--- config.mk ---
export PLATFORM = sky130hd
export DESIGN_NAME = reg_wb_arbiter
export DESIGN_NICKNAME = d
export VERILOG_FILES = /design/src/rtl/reg_wb_arbiter_pkg.sv /design/src/rtl/reg_wb_arbiter_wb_fifo.sv /design/src/rtl/reg_wb_arbiter.sv
export SDC_FILE = /design/constraint.sdc
export NUM_CORES = 1
export LEC_CHECK = 0
export ABC_AREA = 1
export CORE_MARGIN = 1
export CORE_UTILIZATION = 52
export DETAILED_ROUTE_END_ITERATION = 10
export HOLD_SLACK_MARGIN = 0.02
export PLACE_DENSITY_LB_ADDON = 0.2
export RECOVER_POWER = 25
export REMOVE_ABC_BUFFERS = 1
export SLEW_MARGIN = 0
export SYNTH_ARGS = -nofsm -noshare
export SYNTH_HDL_FRONTEND = slang
export SYNTH_HIERARCHICAL = 1
export SYNTH_SLANG_ARGS = --single-unit
export TNS_END_PERCENT = 30
--- constraint.sdc ---
create_clock -name clk -period 3.96 [get_ports clk]
set_input_delay 0.792 -clock clk [delete_from_list [all_inputs] [get_ports clk]]
set_output_delay 0.792 -clock clk [all_outputs]
set_load 0.02 [all_outputs]
--- src/rtl/reg_wb_arbiter_pkg.sv ---
// Shared processor definitions for the register-file writeback path.
// Holds the architectural widths and the write-request record used by the arbiter.
package reg_wb_arbiter_pkg;

  localparam int REG_ADDR_W = 5;
  localparam int XLEN       = 32;

  typedef struct packed {
    logic                  valid;
    logic [REG_ADDR_W-1:0] addr;
    logic [XLEN-1:0]       data;
  } wb_req_t;

endpackage

--- src/rtl/reg_wb_arbiter_wb_fifo.sv ---
// In-order buffer for multi-cycle results awaiting a register-file write slot.
// Also reports which registers are targeted by stored entries behind the head.
module wb_fifo
  import reg_wb_arbiter_pkg::*;
#(
  parameter int DEPTH = 2
) (
  input  logic                          clk_i,
  input  logic                          rst_i,
  input  logic                          push_i,
  input  logic                          pop_i,
  input  logic [REG_ADDR_W-1:0]         push_addr_i,
  input  logic [XLEN-1:0]               push_data_i,
  output logic [REG_ADDR_W-1:0]         head_addr_o,
  output logic [XLEN-1:0]               head_data_o,
  output logic                          full_o,
  output logic                          empty_o,
  output logic [$clog2(DEPTH+1)-1:0]    count_o,
  output logic [(1<<REG_ADDR_W)-1:0]    behind_mask_o
);

  localparam int PTR_W = $clog2(DEPTH);
  localparam int CNT_W = $clog2(DEPTH + 1);

  logic [REG_ADDR_W-1:0] addr_mem_q [DEPTH];
  logic [XLEN-1:0]       data_mem_q [DEPTH];
  logic [PTR_W-1:0]      wr_ptr_q;
  logic [PTR_W-1:0]      rd_ptr_q;
  logic [CNT_W-1:0]      cnt_q;
  logic                  push_ok_s;
  logic                  pop_ok_s;

  assign full_o      = (cnt_q == CNT_W'(DEPTH));
  assign empty_o     = (cnt_q == {CNT_W{1'b0}});
  assign count_o     = cnt_q;
  assign head_addr_o = addr_mem_q[rd_ptr_q];
  assign head_data_o = data_mem_q[rd_ptr_q];
  assign push_ok_s   = push_i & ~full_o;
  assign pop_ok_s    = pop_i & ~empty_o;

  always_ff @(posedge clk_i or posedge rst_i) begin
    if (rst_i) begin
      wr_ptr_q <= {PTR_W{1'b0}};
      rd_ptr_q <= {PTR_W{1'b0}};
      cnt_q    <= {CNT_W{1'b0}};
    end else begin
      if (push_ok_s) wr_ptr_q <= wr_ptr_q + PTR_W'(1);
      if (pop_ok_s)  rd_ptr_q <= rd_ptr_q + PTR_W'(1);
      case ({push_ok_s, pop_ok_s})
        2'b10:   cnt_q <= cnt_q + CNT_W'(1);
        2'b01:   cnt_q <= cnt_q - CNT_W'(1);
        default: cnt_q <= cnt_q;
      endcase
    end
  end

  always_ff @(posedge clk_i) begin
    if (push_ok_s) begin
      addr_mem_q[wr_ptr_q] <= push_addr_i;
      data_mem_q[wr_ptr_q] <= push_data_i;
    end
  end

  // Entries behind the head decide whether a head grant may clear its busy bit.
  always_comb begin
    behind_mask_o = {(1<<REG_ADDR_W){1'b0}};
    for (int i = 1; i < DEPTH; i++) begin
      if (i < int'(cnt_q)) begin
        behind_mask_o[addr_mem_q[rd_ptr_q + PTR_W'(i)]] = 1'b1;
      end else begin
        behind_mask_o = behind_mask_o;
      end
    end
  end

endmodule

--- src/rtl/reg_wb_arbiter.sv ---
// Single write port arbiter between the in-order pipeline and buffered multi-cycle results.
// Pipeline wins by default; a starvation counter forces the buffer head through via stall_pipe.
module reg_wb_arbiter
  import reg_wb_arbiter_pkg::*;
#(
  parameter int FIFO_DEPTH   = 2,
  parameter int STARVE_LIMIT = 4
) (
  input  logic                  clk,
  input  logic                  rst,
  input  logic                  pipe_wb_valid,
  input  logic [REG_ADDR_W-1:0] pipe_wb_addr,
  input  logic [XLEN-1:0]       pipe_wb_data,
  input  logic                  mc_valid,
  output logic                  mc_ready,
  input  logic [REG_ADDR_W-1:0] mc_addr,
  input  logic [XLEN-1:0]       mc_data,
  output logic                  write_en,
  output logic [REG_ADDR_W-1:0] write_port_addr,
  output logic [XLEN-1:0]       write_data,
  output logic [31:0]           busy,
  output logic                  stall_pipe
);

  localparam int          CNT_W   = $clog2(FIFO_DEPTH + 1);
  localparam logic [3:0]  LIMIT_C = 4'(STARVE_LIMIT);

  logic                  push_s;
  logic                  pipe_req_s;
  logic                  head_grant_s;
  logic                  full_s;
  logic                  empty_s;
  logic [CNT_W-1:0]      count_s;
  logic [REG_ADDR_W-1:0] head_addr_s;
  logic [XLEN-1:0]       head_data_s;
  logic [31:0]           behind_s;

  wb_req_t     wr_q, wr_d;
  logic [31:0] busy_q, busy_d;
  logic [3:0]  starve_q, starve_d;
  logic        stall_q, stall_d;

  wb_fifo #(.DEPTH(FIFO_DEPTH)) u_fifo (
    .clk_i         (clk),
    .rst_i         (rst),
    .push_i        (push_s),
    .pop_i         (head_grant_s),
    .push_addr_i   (mc_addr),
    .push_data_i   (mc_data),
    .head_addr_o   (head_addr_s),
    .head_data_o   (head_data_s),
    .full_o        (full_s),
    .empty_o       (empty_s),
    .count_o       (count_s),
    .behind_mask_o (behind_s)
  );

  assign mc_ready        = ~full_s;
  assign write_en        = wr_q.valid;
  assign write_port_addr = wr_q.addr;
  assign write_data      = wr_q.data;
  assign busy            = busy_q;
  assign stall_pipe      = stall_q;

  // Writes to r0 are dropped on both sides; a stalled pipeline request is ignored.
  always_comb begin
    push_s       = mc_valid & ~full_s & (mc_addr != 5'd0);
    pipe_req_s   = pipe_wb_valid & ~stall_q & (pipe_wb_addr != 5'd0);
    head_grant_s = ~empty_s & ~pipe_req_s;
  end

  always_comb begin
    wr_d       = wr_q;
    wr_d.valid = 1'b0;
    if (pipe_req_s) begin
      wr_d.valid = 1'b1;
      wr_d.addr  = pipe_wb_addr;
      wr_d.data  = pipe_wb_data;
    end else if (head_grant_s) begin
      wr_d.valid = 1'b1;
      wr_d.addr  = head_addr_s;
      wr_d.data  = head_data_s;
    end else begin
      wr_d.valid = 1'b0;
    end
  end

  // Set after clear so a same-cycle push to the granted register keeps it busy.
  always_comb begin
    busy_d = busy_q;
    if (head_grant_s && !behind_s[head_addr_s]) begin
      busy_d[head_addr_s] = 1'b0;
    end else begin
      busy_d = busy_q;
    end
    if (push_s) begin
      busy_d[mc_addr] = 1'b1;
    end else begin
      busy_d = busy_d;
    end
  end

  always_comb begin
    starve_d = starve_q;
    stall_d  = stall_q;
    if (count_s == {CNT_W{1'b0}} || head_grant_s) begin
      starve_d = 4'd0;
    end else if (starve_q < LIMIT_C) begin
      starve_d = starve_q + 4'd1;
    end else begin
      starve_d = LIMIT_C;
    end
    if (empty_s || head_grant_s) begin
      stall_d = 1'b0;
    end else if (starve_q == LIMIT_C) begin
      stall_d = 1'b1;
    end else begin
      stall_d = stall_q;
    end
  end

  always_ff @(posedge clk or posedge rst) begin
    if (rst) begin
      wr_q     <= '0;
      busy_q   <= 32'd0;
      starve_q <= 4'd0;
      stall_q  <= 1'b0;
    end else begin
      wr_q     <= wr_d;
      busy_q   <= busy_d;
      starve_q <= starve_d;
      stall_q  <= stall_d;
    end
  end

endmodule

### After elaboration in Yosys (flattened, before gate mapping)

Memories as Yosys holds them, arrays and structs flattened.
Cells that the tools add are included.

| word-level totals | value |
|---|---|
| register bits after elaboration | 79 |
| memory bits (writable) | 74 |
| input port bits | 78 |
| output and inout bits | 72 |
| logic and storage cells | 75 |
| memories kept | 2 |

| cells by class | value |
|---|---|
| $add $sub $neg | 5 |
| $lt $le $gt $ge | 8 |
| eq/ne operators | 4 |
| multiplexer cells | 21 |
| bitwise operators | 14 |
| reductions and logical operators | 12 |

Memories:

| name | depth | width | rd ports | clocked after memory_dff | write ports | RTL line | text |
|---|---|---|---|---|---|---|---|
| u_fifo.data_mem_q | 2 | 32 | 1 | 0 | 1 | reg_wb_arbiter_wb_fifo.sv:26 | `logic [XLEN-1:0] data_mem_q [DEPTH];` |
| u_fifo.addr_mem_q | 2 | 5 | 2 | 0 | 1 | reg_wb_arbiter_wb_fifo.sv:25 | `logic [REG_ADDR_W-1:0] addr_mem_q [DEPTH];` |

Operators by type and width:

| kind | count |
|---|---|
| 32-bit 2-to-1 mux | 3 |
| 38-bit 2-to-1 mux | 1 |
| 37-bit 2-to-1 mux | 1 |
| 32-bit bitwise AND | 1 |
| 32-bit inverter | 1 |
| 32-bit bitwise OR | 1 |
| 5-bit by 6-bit < comparator with 1-bit output (second input constant) | 3 |
| 1-bit demux with 5-bit select | 3 |
| 5-bit by 1-bit greater-or-equal comparator with 1-bit output (second input constant) | 3 |
| 5-bit nonzero test | 2 |
| 1-bit 2-to-1 mux | 9 |
| 4-bit 2-to-1 mux | 2 |
| 1-bit bitwise AND | 7 |
| 2-bit nonzero test | 3 |
| 1-bit binary-select mux with 5-bit select | 1 |
| 4-bit by 1-bit adder with 4-bit output (second input constant) | 1 |
| 2-bit equality test (second input constant) | 2 |
| 4-bit by 3-bit equality test with 1-bit output (second input constant) | 1 |
| 1-bit logical AND | 4 |
| 4-bit by 3-bit < comparator with 1-bit output (second input constant) | 1 |
| 1-bit inverter | 4 |
| 2-bit one-hot mux with 2 select lines | 1 |
| 1-bit adder (second input constant) | 2 |
| 2-bit by 1-bit adder with 2-bit output (second input constant) | 1 |
| other kinds (6) | 6 |

### Logic depth before layout (Yosys ltp)

Gate-level depths: netlist of the first run.
An unclocked memory read counts as a cell.

| logic depth | value |
|---|---|
| depth in word-level cells | 14 |
| depth in mapped cells | 19 |
| mapped depth without buffers | 15 |

### Hierarchy

Netlist of the first run, hierarchy kept.

By module, submodules not included:

| module | instances | cells an instance | area an instance (um^2) | sequential area each (um^2) |
|---|---|---|---|---|
| reg_wb_arbiter | 1 | 565 | 4380.5 | 1876.8 |
| wb_fifo | 1 | 301 | 3357.0 | 2322.2 |

### Worst setup path after synthesis of the first run

No wires, ideal clock.

| timing path | value |
|---|---|
| kind | input to register |
| start point | input port mc_valid |
| end point | memory u_fifo.addr_mem_q[0][0] (enable) |
| setup time | 431 ps |
| arrival | 2857 ps |
| required time | 3529 ps |
| slack | 672 ps |
| cell stages on the path | 6 |
| buffers on the path | 0 |
| cells stage by stage | inv_1 -> nor2_1 -> nand2_1 -> inv_1 -> nand2_1 -> nor2_1 |

| on the way | value |
|---|---|
| cells in the longest elaborated chain, start to end | 5 |

RTL lines:

| item | RTL line | text |
|---|---|---|
| start: declaration | reg_wb_arbiter.sv:14 | `input logic mc_valid,` |
| 1-bit bitwise AND (2 in a row) | reg_wb_arbiter.sv:67 | `push_s = mc_valid & ~full_s & (mc_addr != 5'd0);` |
| via push_s | reg_wb_arbiter.sv:28 | `logic push_s;` |
| 1-bit bitwise AND | reg_wb_arbiter_wb_fifo.sv:38 | `assign push_ok_s = push_i & ~full_o;` |
| 1-bit 2-to-1 mux | reg_wb_arbiter_wb_fifo.sv:58 | `if (push_ok_s) begin` |
| 1-bit 2-to-1 mux (not written as such) | reg_wb_arbiter_wb_fifo.sv:59 | `addr_mem_q[wr_ptr_q] <= push_addr_i;` |
| end: declaration | reg_wb_arbiter_wb_fifo.sv:25 |  |

The timed path passes the listed nets, and every way through them passes these cells.

### Worst setup path in the final report of the first run

| timing path | value |
|---|---|
| start point | register u_fifo.rd_ptr_q |
| end point | register busy_q[17], in the netlist busy[17] |

| on the way | value |
|---|---|
| cells in the longest elaborated chain, start to end | 14 |
| elaborated cells on any way between the ends | 22 |
| those cells by class | add/sub: 1; order compare: 4; mux: 9; bitwise: 3; reduce/logical: 4; memory: 1 |

RTL lines:

| item | RTL line | text |
|---|---|---|
| start: declaration | reg_wb_arbiter_wb_fifo.sv:28 | `logic [PTR_W-1:0] rd_ptr_q;` |
| start signal: assignment | reg_wb_arbiter_wb_fifo.sv:44 | `rd_ptr_q <= {PTR_W{1'b0}};` |
| start signal: assignment | reg_wb_arbiter_wb_fifo.sv:48 | `if (pop_ok_s) rd_ptr_q <= rd_ptr_q + PTR_W'(1);` |
| 1-bit adder (*) | reg_wb_arbiter_wb_fifo.sv:69 | `behind_mask_o[addr_mem_q[rd_ptr_q + PTR_W'(i)]] = 1'b1;` |
| memory read 2 x 5 bit (*) | -- |  |
| 5-bit by 6-bit < comparator with 1-bit output (not written as such) / 5-bit by 1-bit greater-or-equal comparator with 1-bit output (equally long branches) | reg_wb_arbiter_wb_fifo.sv:69 |  |
| 1-bit logical AND (not written as such) | reg_wb_arbiter_wb_fifo.sv:69 |  |
| 1-bit 2-to-1 mux (not written as such) | reg_wb_arbiter_wb_fifo.sv:69 |  |
| 1-bit demux with 5-bit select (*) | -- |  |
| 32-bit 2-to-1 mux (*) | reg_wb_arbiter_wb_fifo.sv:68 | `if (i < int'(cnt_q)) begin` |
| via behind_s[10] | reg_wb_arbiter.sv:36 | `logic [31:0] behind_s;` |
| 1-bit binary-select mux with 5-bit select (*) | reg_wb_arbiter.sv:91 | `if (head_grant_s && !behind_s[head_addr_s]) begin` |
| 1-bit 2-to-1 mux (not written as such) (*) | reg_wb_arbiter.sv:91 |  |
| 1-bit zero test (*) | reg_wb_arbiter.sv:91 |  |
| 1-bit logical AND (*) | reg_wb_arbiter.sv:91 |  |
| 32-bit 2-to-1 mux (*) | reg_wb_arbiter.sv:91 |  |
| 32-bit bitwise OR (no source line) | -- |  |
| 32-bit 2-to-1 mux (*) | reg_wb_arbiter.sv:96 | `if (push_s) begin` |
| via busy_d[17] | reg_wb_arbiter.sv:39 | `logic [31:0] busy_q, busy_d;` |
| end signal: assignment | reg_wb_arbiter.sv:130 | `busy_q <= busy_d;` |
| end: declaration | reg_wb_arbiter.sv:39 |  |

Mark *: on every way through the listed nets, which the timed path passes. The rest lies on a longest branch. The select of a mux whose other input is x is not followed.
A chain may end at the register's enable or synchronous reset.

==> metrics.cfg, run 1 <==
[outcome]
status = finished with violations
violations = capacitance limit, slew limit

[worst_setup_path]
critPathMaxFanout = 43
critPathTopFamily = simple AND/OR/NAND/NOR gates
worst-path-buf-inv = 2
start_kind = flop
rr_endpoint = busy[17]
worstPathCellList = clkinv_4, nand2_1, nand2_1, nand3_1, nor2_1, nand2_1, nand2_1, nand2_1, nand2_1, nand2_1, nand2_1, nor2_4, nand3_4, buf_4, nand2_2, nand3_2
critPathSlowestCell = dfrtp_1
cp-end-kind = flop
crit_path_max_incr_delay_ns = 0.76
path_class = flop to flop
regToRegStartpoint = u_fifo/rd_ptr_q
reg2reg_slack_ns = 0.62
rr_worst_depth = 16
cpMostUsedCell = nand2_1
cp.arrival_ns = 3.64
required_ns = 4.26

[clock_tree]
ctsHoldBuffers = 0
cts-resized-gates = 0
cts_tree = done
cts_setup_buffers = 0
cts_htree_levels = 4
cts.sinks = 153
cts-buffers-inserted = 17
cts_buffer_depth = 2
root_buffer = clkbuf_16
worst_skew_pair.late_latency_ns = 0.43
path_clk_slew_ns = 0.07

[sta]
relSlewSlack_pct = -24.77
hold_viol_final = 0
grt_setup_unrepaired = no
slew_viol_final = 40
setup_tns_ns = 0
clock.fmax_ghz = 0.2994
tightest_slew_ns = 1.861
setup_violations = 0
fin_crit_ns = 3.340
finalCritPeriodShare_pct = 84.33
clock_skew_ns = 0.008023
whs_ns = 0.4812

[yosys]
synthFlopType = dfrtp_1
synth_top_area_cell = edfxtp_1
ys_seq_area_share_pct = 54.27
synth_edf_count = 74
synth_commonest_cells = nand2_1, dfrtp_1, edfxtp_1
syn_avg_cell_area_um2 = 8.935
synthCells = 866
synth_top_area_share_pct = 28.72
synthDistinctLibCells = 38
synth_seq_cells = 153
async_flop_share_pct = 51.63
yosysWarnings = 6
syn_area_mm2 = 0.007737
synthTopCellsByArea = edfxtp_1, dfrtp_1, nand2_1
synth_most_common_cell = nand2_1

[die]
coreArea_mm2 = 0.01453
io_pins = 150
die_h_um = 124.0
rows = 44
dieArea_mm2 = 0.01537
start_util_pct = 53.24
die_w_um = 124.0

[placed_design]
dp_hpwl_mm = 13.05
port-buffer-count = 149
place.gp.congestion = 0.9276
place_area_mm2 = 0.009333
dpl.cell_count = 1176

[cells_and_area]
fin_nets = 1095
fin_util_pct = 68.29
fillers = 1149
areaGrowthSynthToFinish_pct = 28.27
drive_gt1_share_pct = 13.18
final_area_mm2 = 0.009925
instances_no_fill = 1211

[hold_path]
hp-class = flop to flop
hold_start = starve_q[0]
min_to = starve_q[0]
whs_path_depth = 1

[power_and_ir_drop]
power_density_mw_per_mm2 = 734.1
max-vdd-ir-drop_v = 0.0004884
leakage_uw = 0.004421

[detailed_routing]
post_drt_via_cell_ratio = 5.364
firstDrtPassIters = 5
drc = 0
vias = 6496
wl_per_cell_um = 15.91
drtAntennaViolNets = 0
drt-initial-drc-count = 600
drt_wl_total_mm = 19.26

[global_route]
grt.overflow.total = 0
track_usage_pct = 26.55
grt_pass1_wl_mm = 30.54
antenna_found_initial = 3
grt_max_degree = 44
grt_pass1_vias = 6190

[job]
maxCapViolCount = 1

-- worst max path at each step --
stage                          startpoint                        to  slack, ns  depth (start not counted)
after floorplan           u_fifo/rd_ptr_q                   busy[0]       0.01                         10
after global placement           mc_valid  u_fifo/data_mem_q[0][24]       0.58                          7
after detailed placement       mc_addr[0]  u_fifo/data_mem_q[0][24]       0.54                          7
after CTS                 u_fifo/rd_ptr_q                  busy[17]       0.65                         16
after global routing      u_fifo/rd_ptr_q                   busy[0]       0.23                         16
final                     u_fifo/rd_ptr_q                  busy[17]       0.62                         16
-- sequential cells by signal, summed over array words and instances (netlist names), 2 cells and up --
signal / flops
write_port_addr: 5
starve_q: 4
write_data: 32
u_fifo/data_mem_q: 64
u_fifo/addr_mem_q: 10
u_fifo/count_o: 2
busy: 32
-- cells in the final DEF (no fill, tap or decap), types with 4 or more instances in the layout --
master           count
a21boi_0            17
buf_4               12
clkbuf_16           17
clkdlybuf4s50_1    111
clkinvlp_4           4
dfrtp_1             79
dlygate4sd3_1       38
edfxtp_1            74
ha_1                 6
inv_1               43
nand2_1            343
nand2_2             37
nand3_1             50
nand3_2             35
nand4_1             31
nor2_1              53
nor2_4               6
nor3_1               8
o211ai_1             5
o21a_1               9
o21ai_0             10
-- worst reg2reg max path: cells and delay by family, from the launching register on --
family,cells,cell delay (ns)
buffers and inverters,2,0.80
DFF,1,0.76
and+or+nand+nor,14,1.68
-- cells by family after synthesis --
logic type               share of synthesized area (%)
AO/OA/AOI/OAI                                    3.978
flip-flops                                       54.27
AND/OR/NAND/NOR                                  34.75
adder cells (fa/ha/maj)                         0.9702
buffers and inverters                            5.530
other                                          0.04847
XOR/XNOR                                        0.4529
-- routing by layer --
| metal | vias to the layer above | GRT usage, % | wire [µm] | share of wire [%] |
|---|---|---|---|---|
| met5 | - | 0 | 13 | 0.067 |
| met4 | 2 | 9.226 | 284 | 1.5 |
| met3 | 27 | 6.914 | 1413 | 7.3 |
| met2 | 241 | 43.06 | 9317 | 48 |
| met1 | 3096 | 34.54 | 8231 | 43 |
| li1 | 3130 | - | - | - |
-- cell type report --
cell class | count | area (µm²) | area share, %
multi-input combinational | 628 | 3126 | 31.49
sequential | 153 | 4199 | 42.31
inverter | 50 | 196.4 | 1.979
tap | 184 | 230.2 | 2.320
antenna | 3 | 7.507 | 0.07564
clock buffer | 17 | 425.4 | 4.286
timing repair buffer | 161 | 1582 | 15.94
clock inverter | 15 | 158.9 | 1.601
-- where the power goes --
part	internal [µW]	switching, µW
Clock	888	701
Combinational	1170	1980
Sequential	2220	325
-- through the flow --
step / worst slack, ns / total power, µW
2_1_floorplan: 0.01331 / 4385
3_3_place_gp: 0.5804 / 5643
3_5_place_dp: 0.5368 / 5700
4_1_cts: 0.6478 / 7308
5_1_grt: 0.2281 / 7706
6_report: 0.6204 / 7286
No activity file was read; power rests on OpenSTA's default activity.
==> run 2: changes to the inputs <==
--- a/config.mk
+++ b/config.mk
@@ -7,7 +7,7 @@
 export LEC_CHECK = 0
 export ABC_AREA = 1
 export CORE_MARGIN = 1
-export CORE_UTILIZATION = 52
+export CORE_UTILIZATION = 47
 export DETAILED_ROUTE_END_ITERATION = 10
 export HOLD_SLACK_MARGIN = 0.02
 export PLACE_DENSITY_LB_ADDON = 0.2
==> constraint.sdc (replaced) <==
create_clock -name clk -period 2.8 [get_ports clk]
set_input_delay 0.56 -clock clk [delete_from_list [all_inputs] [get_ports clk]]
set_output_delay 0.56 -clock clk [all_outputs]
set_load 0.02 [all_outputs]
==> run 2 against run 1 <==
  * The flow now finishes without violations
  * Setup slack got worse by 0.42 ns
  * First-iteration DRC count fell by 13%
  * Flip-flop and latch count did not move
  * Via count rose by 0.62%
  * Utilization fell by 3.9 points
  * Critical endpoint is now busy[31]
==> metrics.cfg, run 2 (synthesis results as in run 1) <==
[outcome]
status = finished clean

[clock_tree]
cts-buffers-inserted = 17
cts.sinks = 153
root_buffer = clkbuf_16
cts_tree = done
cts_htree_levels = 4
cts-resized-gates = 0
worst_skew_pair.late_latency_ns = 0.43
ctsHoldBuffers = 0
path_clk_slew_ns = 0.06
cts_buffer_depth = 2

[power_and_ir_drop]
p_total_uw = 10630
leakage_uw = 0.004633
power_frac_comb_pct = 45.2
pwr-share-clk_pct = 21.0
power_density_mw_per_mm2 = 1031
cell_internal_pwr_uw = 6427
sw_frac_of_total_pct = 39.54
power_switching_uw = 4204
power_frac_seq_pct = 33.8
max-vdd-ir-drop_v = 0.0005459

[sta]
clock_skew_ns = 0.008347
grt_setup_unrepaired = yes
fin_crit_ns = 2.596
hold_viol_final = 0
fin_ws_ns = 0.2039
tightest_slew_ns = 1.292
relSlewSlack_pct = 13.87
setup_violations = 0
slew_viol_final = 0
whs_ns = 0.4808
finalCritPeriodShare_pct = 92.72
clock.fmax_ghz = 0.3852

[worst_setup_path]
cpMostUsedCell = nor2_1
worstPathCellList = inv_1, ha_1, nor2_1, nand3_1, nor2_1, nand2_1, nand2_1, nor2_1, nor2_1, nor2_4, nand3_4, buf_12, nand2_1, nand3_1
reg2reg_slack_ns = 0.20
critPathMaxFanout = 16
cp.arrival_ns = 2.95
path_class = flop to flop
required_ns = 3.15
start_kind = flop
crit_path_max_incr_delay_ns = 0.38
critPathSlowestCell = dfrtp_1
worst-path-buf-inv = 2
cp-end-kind = flop
critPathTopFamily = simple AND/OR/NAND/NOR gates

[global_route]
grt_max_degree = 48
track_usage_pct = 24.27
antenna_found_initial = 1
grt.overflow.total = 0
grt_pass1_wl_mm = 30.88
grt_pass1_vias = 6168

[detailed_routing]
post_drt_via_cell_ratio = 5.110
drt_wl_total_mm = 19.76
vias = 6536
firstDrtPassIters = 7
drt-initial-drc-count = 521
drtAntennaViolNets = 0
drc = 0
wl_per_cell_um = 15.45

[placed_design]
dp_hpwl_mm = 13.81
place.gp.congestion = 0.8726
port-buffer-count = 149
dpl.cell_count = 1245
dp_slack_ns = 0.04478

[die]
die_w_um = 130.3
io_pins = 150
coreArea_mm2 = 0.01600
rows = 46
dieArea_mm2 = 0.01698
die_h_um = 130.3
start_util_pct = 48.36

[cells_and_area]
drive_gt1_share_pct = 16.10
mostFrequentLayoutCell = nand2_1
areaGrowthSynthToFinish_pct = 33.23
most-common-layout-cells = nand2_1, clkdlybuf4s50_1, dfrtp_1, edfxtp_1, nor2_1
regArea_mm2 = 0.004200
multiInputGateArea_mm2 = 0.003132
fillers = 1332
instances_no_fill = 1279
largest_register_ffs = 64
fin_nets = 1134
regMostFlops = u_fifo/data_mem_q

[job]
maxCapViolCount = 0

[hold_path]
hp-class = flop to flop

==> run 2: cell type report <==
type / count / area share (%)
flip-flops and latches: 153 / 40.75
multi-input cells: 629 / 30.38
repair buffers: 199 / 18.81
clock buffers: 21 / 4.369
well taps: 216 / 2.622
inverters: 50 / 1.906
clock inverters: 10 / 1.141
diodes: 1 / 0.02427
==> run 2: metrics by stage <==
stage,util [%],cell area [µm²],TNS [ns]
CTS,64.42,10310,0
global placement,60.87,9739,0
floorplan,-,7505,-62.38
detailed placement,60.87,9739,0
finish,64.43,10310,0
global route,64.43,10310,-0.1539
==> run 2: what timing repair did <==
action	in CTS	in global routing
endpoints found under the setup margin	0	32
setup buffers	0	1
endpoints found under the hold margin	0	0
==> run 2: path summary, 6_finish.rpt <==
kind                                           to  cells after the start              start
worst min register to register      write_data[4]                      2      write_data[4]
min in group asynchronous       u_fifo/count_o[1]                      2                rst
worst min-delay path                write_data[4]                      2      write_data[4]
worst max-delay path                     busy[31]                     14  u_fifo/count_o[1]
max in group asynchronous                busy[26]                      3                rst
worst max register to register           busy[31]                     14  u_fifo/count_o[1]
==> run 2: routing by layer <==
metal | GRT usage (%) | wire, µm | up-vias
li1 | - | - | 3207
met1 | 32.21 | 8541 | 3058
met2 | 39.02 | 9411 | 240
met3 | 5.535 | 1440 | 31
met4 | 8.755 | 370 | 0
met5 | 0 | 0 | -
==> run 2: worst register-to-register path, delay by kind of cell, from the launching register on <==
kind / cells / cell delay (ns)
adder cells (fa/ha/maj): 1 / 0.18
flip-flops: 1 / 0.38
AND/OR/NAND/NOR: 11 / 1.70
buffers and inverters: 2 / 0.28
==> run 2: power by group through the flow <==
| stage | clock network [µW] | logic (µW) | registers [µW] |
|---|---|---|---|
| 4_1_cts | 2260 | 4830 | 3590 |
| 6_report | 2240 | 4800 | 3590 |
| 3_3_place_gp | 0 | 4730 | 3620 |
| 5_1_grt | 2340 | 5220 | 3670 |
| 2_1_floorplan | 0 | 2070 | 4130 |
| 3_5_place_dp | 0 | 4800 | 3620 |
